--- src/rtl/egg_timer_pkg.sv ---
// Shared definitions for the egg timer countdown core: state encoding,
// BCD digit limits and the nibble-wise increment/decrement helpers.
package egg_timer_pkg;

    typedef enum logic [1:0] {
        IDLE  = 2'd0,
        RUN   = 2'd1,
        PAUSE = 2'd2,
        ALARM = 2'd3
    } state_t;

    localparam logic [3:0] SEC_TENS_MAX = 4'd5;
    localparam logic [3:0] DIGIT_MAX    = 4'd9;

    // Two-digit BCD +1 that wraps to 00 past {tens_max, 9}; never carries out.
    function automatic logic [7:0] bcd_pair_inc(input logic [7:0] v, input logic [3:0] tens_max);
        logic [7:0] res;
        if (v[3:0] != DIGIT_MAX)
            res = {v[7:4], v[3:0] + 4'd1};
        else if (v[7:4] == tens_max)
            res = 8'h00;
        else
            res = {v[7:4] + 4'd1, 4'd0};
        return res;
    endfunction

    function automatic logic [15:0] bcd_time_dec(input logic [15:0] v);
        logic [3:0] s0;
        logic [3:0] s1;
        logic [3:0] m0;
        logic [3:0] m1;
        s0 = v[3:0];
        s1 = v[7:4];
        m0 = v[11:8];
        m1 = v[15:12];
        if (s0 != 4'd0) begin
            s0 = s0 - 4'd1;
        end else begin
            s0 = DIGIT_MAX;
            if (s1 != 4'd0) begin
                s1 = s1 - 4'd1;
            end else begin
                s1 = SEC_TENS_MAX;
                if (m0 != 4'd0) begin
                    m0 = m0 - 4'd1;
                end else begin
                    m0 = DIGIT_MAX;
                    m1 = m1 - 4'd1;
                end
            end
        end
        return {m1, m0, s1, s0};
    endfunction

endpackage

--- src/rtl/tick_prescaler.sv ---
// Divides the system clock down to a one-cycle tick every TICK_DIV cycles,
// with hold (enable low) and synchronous clear.
module tick_prescaler #(
    parameter int TICK_DIV = 100_000_000
) (
    input  logic clk,
    input  logic rst,
    input  logic i_en,
    input  logic i_clr,
    output logic o_tick
);

    localparam int CW = (TICK_DIV > 1) ? $clog2(TICK_DIV) : 1;
    localparam logic [CW-1:0] LAST = CW'(TICK_DIV - 1);

    logic [CW-1:0] r_count;

    assign o_tick = i_en && (r_count == LAST);

    always_ff @(posedge clk or posedge rst) begin
        if (rst)
            r_count <= '0;
        else if (i_clr)
            r_count <= '0;
        else if (i_en)
            r_count <= (r_count == LAST) ? '0 : r_count + 1'b1;
    end

endmodule

--- src/rtl/egg_timer_ctrl.sv ---
// Egg timer countdown core: button-set BCD MM:SS value, once-per-second
// countdown, and a self-clearing alarm at 00:00.
module egg_timer_ctrl
    import egg_timer_pkg::*;
#(
    parameter int TICK_DIV    = 100_000_000,
    parameter int ALARM_TICKS = 10
) (
    input  logic        clk,
    input  logic        rst,
    input  logic        i_btn_start,
    input  logic        i_btn_clear,
    input  logic        i_btn_min,
    input  logic        i_btn_sec,
    output logic [15:0] o_bcd,
    output logic        o_running,
    output logic        o_alarm
);

    localparam int ACW = (ALARM_TICKS > 1) ? $clog2(ALARM_TICKS) : 1;
    localparam logic [ACW-1:0] ALARM_LAST = ACW'(ALARM_TICKS - 1);

    state_t          r_state;
    logic [15:0]     r_bcd;
    logic [ACW-1:0]  r_alarm_cnt;
    logic            r_running;
    logic            r_alarm;

    logic            w_tick;
    logic            w_presc_en;
    logic            w_presc_clr;
    logic [15:0]     w_dec;

    // Holding the prescaler at 0 throughout IDLE makes RUN-from-IDLE start
    // from a fresh count; ALARM entry always lands on a wrap, so it is 0 too.
    assign w_presc_en  = (r_state == RUN) || (r_state == ALARM);
    assign w_presc_clr = (r_state == IDLE);
    assign w_dec       = bcd_time_dec(r_bcd);

    tick_prescaler #(
        .TICK_DIV (TICK_DIV)
    ) u_prescaler (
        .clk    (clk),
        .rst    (rst),
        .i_en   (w_presc_en),
        .i_clr  (w_presc_clr),
        .o_tick (w_tick)
    );

    always_ff @(posedge clk or posedge rst) begin
        if (rst) begin
            r_state     <= IDLE;
            r_bcd       <= 16'h0000;
            r_alarm_cnt <= '0;
            r_running   <= 1'b0;
            r_alarm     <= 1'b0;
        end else begin
            case (r_state)
                IDLE: begin
                    if (i_btn_clear) begin
                        r_bcd <= 16'h0000;
                    end else if (i_btn_start) begin
                        if (r_bcd != 16'h0000) begin
                            r_state   <= RUN;
                            r_running <= 1'b1;
                        end
                    end else begin
                        if (i_btn_min)
                            r_bcd[15:8] <= bcd_pair_inc(r_bcd[15:8], DIGIT_MAX);
                        if (i_btn_sec)
                            r_bcd[7:0] <= bcd_pair_inc(r_bcd[7:0], SEC_TENS_MAX);
                    end
                end
                RUN: begin
                    if (i_btn_clear) begin
                        r_state   <= IDLE;
                        r_bcd     <= 16'h0000;
                        r_running <= 1'b0;
                    end else if (i_btn_start) begin
                        r_state   <= PAUSE;
                        r_running <= 1'b0;
                    end else if (w_tick) begin
                        r_bcd <= w_dec;
                        if (w_dec == 16'h0000) begin
                            r_state     <= ALARM;
                            r_running   <= 1'b0;
                            r_alarm     <= 1'b1;
                            r_alarm_cnt <= '0;
                        end
                    end
                end
                PAUSE: begin
                    if (i_btn_clear) begin
                        r_state <= IDLE;
                        r_bcd   <= 16'h0000;
                    end else if (i_btn_start) begin
                        r_state   <= RUN;
                        r_running <= 1'b1;
                    end
                end
                ALARM: begin
                    r_bcd <= 16'h0000;
                    if (i_btn_clear || i_btn_start) begin
                        r_state <= IDLE;
                        r_alarm <= 1'b0;
                    end else if (w_tick) begin
                        if (r_alarm_cnt == ALARM_LAST) begin
                            r_state <= IDLE;
                            r_alarm <= 1'b0;
                        end else begin
                            r_alarm_cnt <= r_alarm_cnt + 1'b1;
                        end
                    end
                end
                default: begin
                    r_state   <= IDLE;
                    r_running <= 1'b0;
                    r_alarm   <= 1'b0;
                end
            endcase
        end
    end

    assign o_bcd     = r_bcd;
    assign o_running = r_running;
    assign o_alarm   = r_alarm;

endmodule

--- config.mk ---
export PLATFORM = sky130hd
export DESIGN_NAME = egg_timer_ctrl
export DESIGN_NICKNAME = d
export VERILOG_FILES = /design/src/rtl/egg_timer_pkg.sv /design/src/rtl/tick_prescaler.sv /design/src/rtl/egg_timer_ctrl.sv
export SDC_FILE = /design/constraint.sdc
export NUM_CORES = 1
export LEC_CHECK = 0
export ABC_AREA = 1
export CAP_MARGIN = 20
export CORE_ASPECT_RATIO = 1.25
export CORE_MARGIN = 10
export CORE_UTILIZATION = 45
export CTS_CLUSTER_SIZE = 24
export DETAILED_ROUTE_END_ITERATION = 10
export PLACE_DENSITY = 0.68
export SLEW_MARGIN = 25
export SYNTH_ARGS = -nofsm -noshare
export SYNTH_HDL_FRONTEND = slang
export SYNTH_SLANG_ARGS = --single-unit
--- constraint.sdc ---
create_clock -name clk -period 2.6 [get_ports clk]
set_input_delay 0.78 -clock clk [delete_from_list [all_inputs] [get_ports clk]]
set_output_delay 0.78 -clock clk [all_outputs]
set_load 0.02 [all_outputs]
; ---- After elaboration in Yosys (flattened, before gate mapping)
; Cells that the tools add are included.
[totals]
reg_bits = 51
input_bits = 6
output_inout_bits = 18
wordCells = 137
[classes]
mux = 64
n_reduce_logical = 20
eq_ne = 34
add_sub_neg = 10
[ops]
columns = op, count
row1 = $mux W16, 6
row2 = $mux W27, 3
row3 = $mux W4, 16
row4 = $pmux W16 S4, 1
row5 = $mux W8, 6
row6 = $add A27 B1 Y27 const B, 1
row7 = $eq A27 B27 Y1 const B, 1
row8 = $mux W2, 12
row9 = $reduce_and A8 Y1, 3
row10 = $ne A3 B3 Y1 const B, 7
row11 = $add A4 B1 Y4 const B, 5
row12 = $ne A2 B2 Y1 const B, 10
row13 = $logic_not A16 Y1, 1
row14 = $mux W1, 16
row15 = $reduce_bool A16 Y1, 1
row16 = $sub A4 B1 Y4 const B, 4
row17 = $reduce_and A6 Y1, 2
row18 = $reduce_bool A4 Y1, 3
row19 = $reduce_and A5 Y1, 2
row20 = $eq A4 B4 Y1 const B, 2
row21 = $ne A4 B3 Y1 const B, 2
row22 = $ne A4 B4 Y1 const B, 2
row23 = $pmux W2 S4, 1
row24 = $pmux W4 S2, 1
row25 = other kinds (14), 20

; ---- Longest topological paths before layout
[logic_depth]
depth_word = 10
depth_mapped = 15
ltp_nobuf = 15

; ---- Hierarchy
; Synthesis repeated with hierarchy kept, for this count alone.
[unflattened]
cells_unflattened = 583
area_unflattened_um2 = 3901.2
[by_module_without_submodules]
columns = mod, area_each_um2, cells_each, seq_area_each_um2, n_inst
row1 = egg_timer_ctrl, 2178.3, 322, 600.6, 1
row2 = tick_prescaler, 1722.9, 261, 675.6, 1

; ---- Worst setup path before layout
; No wires, ideal clock.
[synth_timing]
kind = reg2reg
from = register r_bcd[0], in the netlist o_bcd[0]
to = register r_running, in the netlist o_running
stages_incl_launch_ff = 15
slack_ps = 490
t_arrival_ps = 1993
period_less_slack_ps = 2110
path_buffers = 1
path_cell_list = dfrtp_1 > inv_1 > ha_1 > nand3_4 > nor2_4 > buf_6 > nand3_1 > nand2_1 > nand2_2 > nor2_4 > nand4_2 > nand2_2 > nand3_1 > nand2_1 > nand2_1
[synth_via]
elab_chain_len = 5
word_cells_on_any_way = 11
classes_between = add/sub: 1 / eq/ne: 2 / mux: 4 / reduce/logical: 4
[synth_rtl]
columns = element, line
row1 = "start, declared", egg_timer_ctrl.sv:24  ; logic [15:0] r_bcd;
row2 = "start signal, assigned", egg_timer_ctrl.sv:71  ; r_bcd[7:0] <= bcd_pair_inc(r_bcd[7:0], SEC_TENS_MAX);
row3 = "start signal, assigned", egg_timer_ctrl.sv:83  ; r_bcd <= w_dec;
row4 = $sub A4 B1 Y4 or $reduce_bool A4 Y1 (tied branches), "egg_timer_pkg.sv:37, egg_timer_pkg.sv:36"
row5 = $mux W4, egg_timer_pkg.sv:36  ; if (s0 != 4'd0) begin
row6 = $logic_not A16 Y1, egg_timer_ctrl.sv:84  ; if (w_dec == 16'h0000) begin
row7 = $ne A4 B3 Y1 (no source line), -
row8 = $reduce_and A8 Y1 (no source line) (*), -
row9 = "end signal, assigned", egg_timer_ctrl.sv:81  ; r_running <= 1'b0;
row10 = "end signal, assigned", egg_timer_ctrl.sv:86  ; r_running <= 1'b0;
row11 = "end signal, assigned", egg_timer_ctrl.sv:98  ; r_running <= 1'b1;
row12 = "end, declared", egg_timer_ctrl.sv:26  ; logic r_running;
; Every way passes the cells marked *; elsewhere a longest branch is shown, timed or not.
; A chain may end at the register's enable or synchronous reset.

; ---- Worst setup path in the final report
[layout_timing]
from = register r_bcd[8], in the netlist o_bcd[8]
to = register r_alarm_cnt[0]
[layout_via]
elab_chain_len = 7
word_cells_on_any_way = 11
classes_between = add/sub: 1 / eq/ne: 1 / mux: 6 / reduce/logical: 3
[layout_rtl]
columns = element, line
row1 = "start signal, assigned", egg_timer_ctrl.sv:69  ; r_bcd[15:8] <= bcd_pair_inc(r_bcd[15:8], DIGIT_MAX);
row2 = "start signal, assigned", egg_timer_ctrl.sv:83
row3 = $sub A4 B1 Y4 or $reduce_bool A4 Y1 (tied branches), "egg_timer_pkg.sv:45, egg_timer_pkg.sv:44"
row4 = $mux W4, egg_timer_pkg.sv:44  ; if (m0 != 4'd0) begin
row5 = $mux W4, egg_timer_pkg.sv:40  ; if (s1 != 4'd0) begin
row6 = $mux W4, egg_timer_pkg.sv:36
row7 = $logic_not A16 Y1 (*), egg_timer_ctrl.sv:84
row8 = $ne A2 B1 Y1 (no source line) (*), -
row9 = $reduce_and A8 Y1 (no source line) (*), -
row10 = "end signal, assigned", egg_timer_ctrl.sv:111  ; r_alarm_cnt <= r_alarm_cnt + 1'b1;
row11 = "end, declared", egg_timer_ctrl.sv:25  ; logic [ACW-1:0] r_alarm_cnt;
; Marked as above.

==> flow_summary.json <==
{
  "clock_tree.htree_level_count": 2,
  "tns_ns": 0,
  "drt-initial-drc-count": 193,
  "route.final.wire_length_um": 9290,
  "outcome": "finished, final reports clean",
  "top_level_ports": 24,
  "globalRouteTotalUtil_pct": 15.7,
  "worst_r2r_startpoint": "o_bcd[8]$_DFFE_PP0P_",
  "grt_setup_unrepaired": "false",
  "use_met3_pct": 3.40,
  "critPathMaxStageDelay_ns": 0.47,
  "finish.net_count": 602,
  "synthesis.area_per_instance_um2": 7.05,
  "synth_sequential_area_ratio_pct": 33.1,
  "dpl_worst_slack_ns": 0.125,
  "worst_hold_path_class": "reg2reg",
  "place.detailed.hpwl_um": 6990,
  "core_area_um2": 8290,
  "clk_latency_ns": 0.32,
  "finClkSkew_ns": 0.0175,
  "cts_max_path_buffers": 2,
  "number_of_diodes": 0,
  "cpMostUsedCell": "nand2_1",
  "timing.final.hold_violations": 0,
  "report.final.slew_viol_count": 0,
  "mappedNetlistArea_um2": 3850,
  "critical_path_peak_fanout": 8,
  "antenna_found_initial": 0,
  "synth_seq_cells": 51,
  "finalWeightedCongestion": 0.937,
  "post_cts_hold_buffer_count": 0,
  "tritoncts": "done",
  "min_cycle_time_layout_ns": 2.32,
  "synthesis.yosys.warnings": 0,
  "postCtsSetupBuffers": 0,
  "post-route-cell-area_um2": 4390,
  "drive_above_1_share_pct": 10.5,
  "post_place_cell_area_um2": 4250,
  "dr.pass1.iters": 5,
  "min-delay-start": "o_running$_DFFE_PP0P_",
  "final_antenna_net_count": 0,
  "power.static_leakage_nw": 2.00,
  "r2r_slack_ns": 0.28,
  "met1_usage_pct": 18.1,
  "worstSetupPathType": "reg2reg",
  "synth.lib_cells_used.distinct": 45,
  "crit_required_ns": 2.81,
  "cpMaxStageDelayCell": "dfrtp_1",
  "die_height_um": 123,
  "globalRoute.totalOverflow": 0,
  "grt_busiest_layer": "met2",
  "most_common_library_cell_in_the_layout_ignoring_fill_and_taps": "nand2_1",
  "die_w_um": 103,
  "post_cts_resize_count": 0,
  "num-fill-cells": 813,
  "cells_traversed_along_the_worst_timing_path": "inv_1, ha_1, nand2_1, nor2_1, nand3_1, nand2_1, nand2_1, nor3b_2, nand3_1, nand2_2, nand2_1, nand2_1",
  "grt_max_degree": 52,
  "achievable-frequency_ghz": 0.431,
  "syn_nets": 569,
  "use_met2_pct": 27.3,
  "worstHoldEndpoint": "o_running$_DFFE_PP0P_",
  "grt_pass1_vias": 3744,
  "drcViolationCount": 0,
  "setup.worst_path.start": "o_bcd[8]$_DFFE_PP0P_",
  "synthesis.instances": 547,
  "timing.reg2reg.worst_path_depth": 12,
  "instance_count_along_the_most_critical_hold_path": 2,
  "post_drt_wl_per_cell_um": 13.7,
  "worst-endpoint-arrival_ns": 2.53,
  "clock_net_sink_count": 51,
  "numPortBuffers": 23,
  "first_pass_grt_wire_length_um": 16400,
  "setup.worst_path.start_class": "register",
  "num_vias": 3676,
  "cts.reportedPaths.clkPinSlew_ns": 0.10,
  "max_slew.worst_pin.slew_ns": 0.386,
  "start_util_pct": 46.5,
  "numCtsBuffers": 5,
  "final.period_utilization_pct": 89.3,
  "cts_root_buf": "clkbuf_8",
  "worstSetupEndpointType": "register",
  "vias_per_cell": 5.42,
  "syn_to_final_growth_pct": 14.0,
  "slew_headroom_pct": 74.1,
  "number_of_max_capacitance_violations_reported": 0,
  "row_count": 37,
  "final_cell_mix": "nand2_1, inv_1, nand3_1",
  "power_density_nw_per_um2": 925,
  "final_core_utilization_pct": 53.0,
  "regToRegEndpoint": "r_alarm_cnt[0]$_DFFE_PP0P_",
  "vdd_drop_max_v": 0.000575,
  "die_area_um2": 12700,
  "setup_violations": 0,
  "finalWorstSetupSlack_ns": 0.277
}
## metrics by stage
step	power [mW]	hold slack, ns	cells
2_1_floorplan	2.74	0.487	547
3_3_place_gp	3.35	0.494	670
3_5_place_dp	3.39	0.502	670
4_1_cts	4.07	0.529	678
5_1_grt	4.41	0.551	678
6_report	4.06	0.518	678
## state kept, by name, summed over array words and instances, names as in the netlist
signal and count:
o_bcd 16, o_running 1, r_alarm_cnt 4, r_state 2, u_prescaler.r_count 27, o_alarm 1
## power by group
part | internal, mW | leakage [nW] | switching (mW) | total, mW
clock | 0.385 | 0.0654 | 0.281 | 0.666
combinational | 0.826 | 1.24 | 1.44 | 2.26
sequential | 0.923 | 0.696 | 0.210 | 1.13
total | 2.13 | 2.00 | 1.93 | 4.06
## routing by layer
| metal | wire length [µm] | part of all wire (%) |
|---|---|---|
| met4 | 199 | 2.1 |
| met1 | 3990 | 43 |
| met5 | 0 | 0 |
| met3 | 428 | 4.6 |
| met2 | 4670 | 50 |
## worst max-delay path by stage
stage / endpoint / slack, ns
final: r_alarm_cnt[0]$_DFFE_PP0P_ / 0.28
after global routing: r_state[1]$_DFFE_PP0P_ / 0.03
after CTS: r_alarm_cnt[0]$_DFFE_PP0P_ / 0.17
after detailed placement: o_bcd[6]$_DFFE_PP0P_ / 0.13
after global placement: o_bcd[7]$_DFFE_PP0P_ / 0.15
after floorplan: o_running$_DFFE_PP0P_ / 0.49
## final cells by class
cell class                 count  area (µm²)  share of cell area [%]
inverter                      72         272                    6.18
clock buffer                   6        72.6                    1.65
clock inverter                 2        60.1                    1.37
multi-input combinational    417        2270                    51.8
tap                           97         121                    2.76
timing repair buffer          33         318                    7.23
sequential                    51        1280                    29.0
## worst max-delay path: cells and delay by family, from the launching register on
family	cells	cell delay, ns
fa+ha+maj	1	0.25
flops	1	0.47
simple gates	10	1.36
buf+inv	1	0.15
## Yosys cell counts, drive strengths merged
library cell    n  area [µm²]
o21a            2        16.3
ha             16         200
o211ai          2        15.0
dfrtp          51        1280
nor4            2        12.5
or4             1        11.3
clkinv          2        8.75
xor2           13         114
o22ai          14        87.6
o21ai          43         215
nor3           18         105
xnor2           6        52.6
nand2         143         559
o221ai          1        8.76
o2111ai         1        8.76
a32o            1        10.0
clkbuf          4        15.0
a22oi           2        15.0
nand4          10        83.8
a31oi           2        12.5
o31ai           1        7.51
or2             1        6.26
a21oi          15        78.8
buf             3        27.5
nor3b           2        20.0
inv            70         263
nand3          61         333
nor2           59         284
o21bai          1        7.51
## logic make-up after synthesis
kind of cell,count (synthesis),synth area share [%]
compound gates,85,12.5
xor+xnor,19,4.32
buf+inv,79,8.15
fa+ha+maj,16,5.19
simple gates,297,36.7
flops,51,33.1
Power figures use the tool's default switching activity.
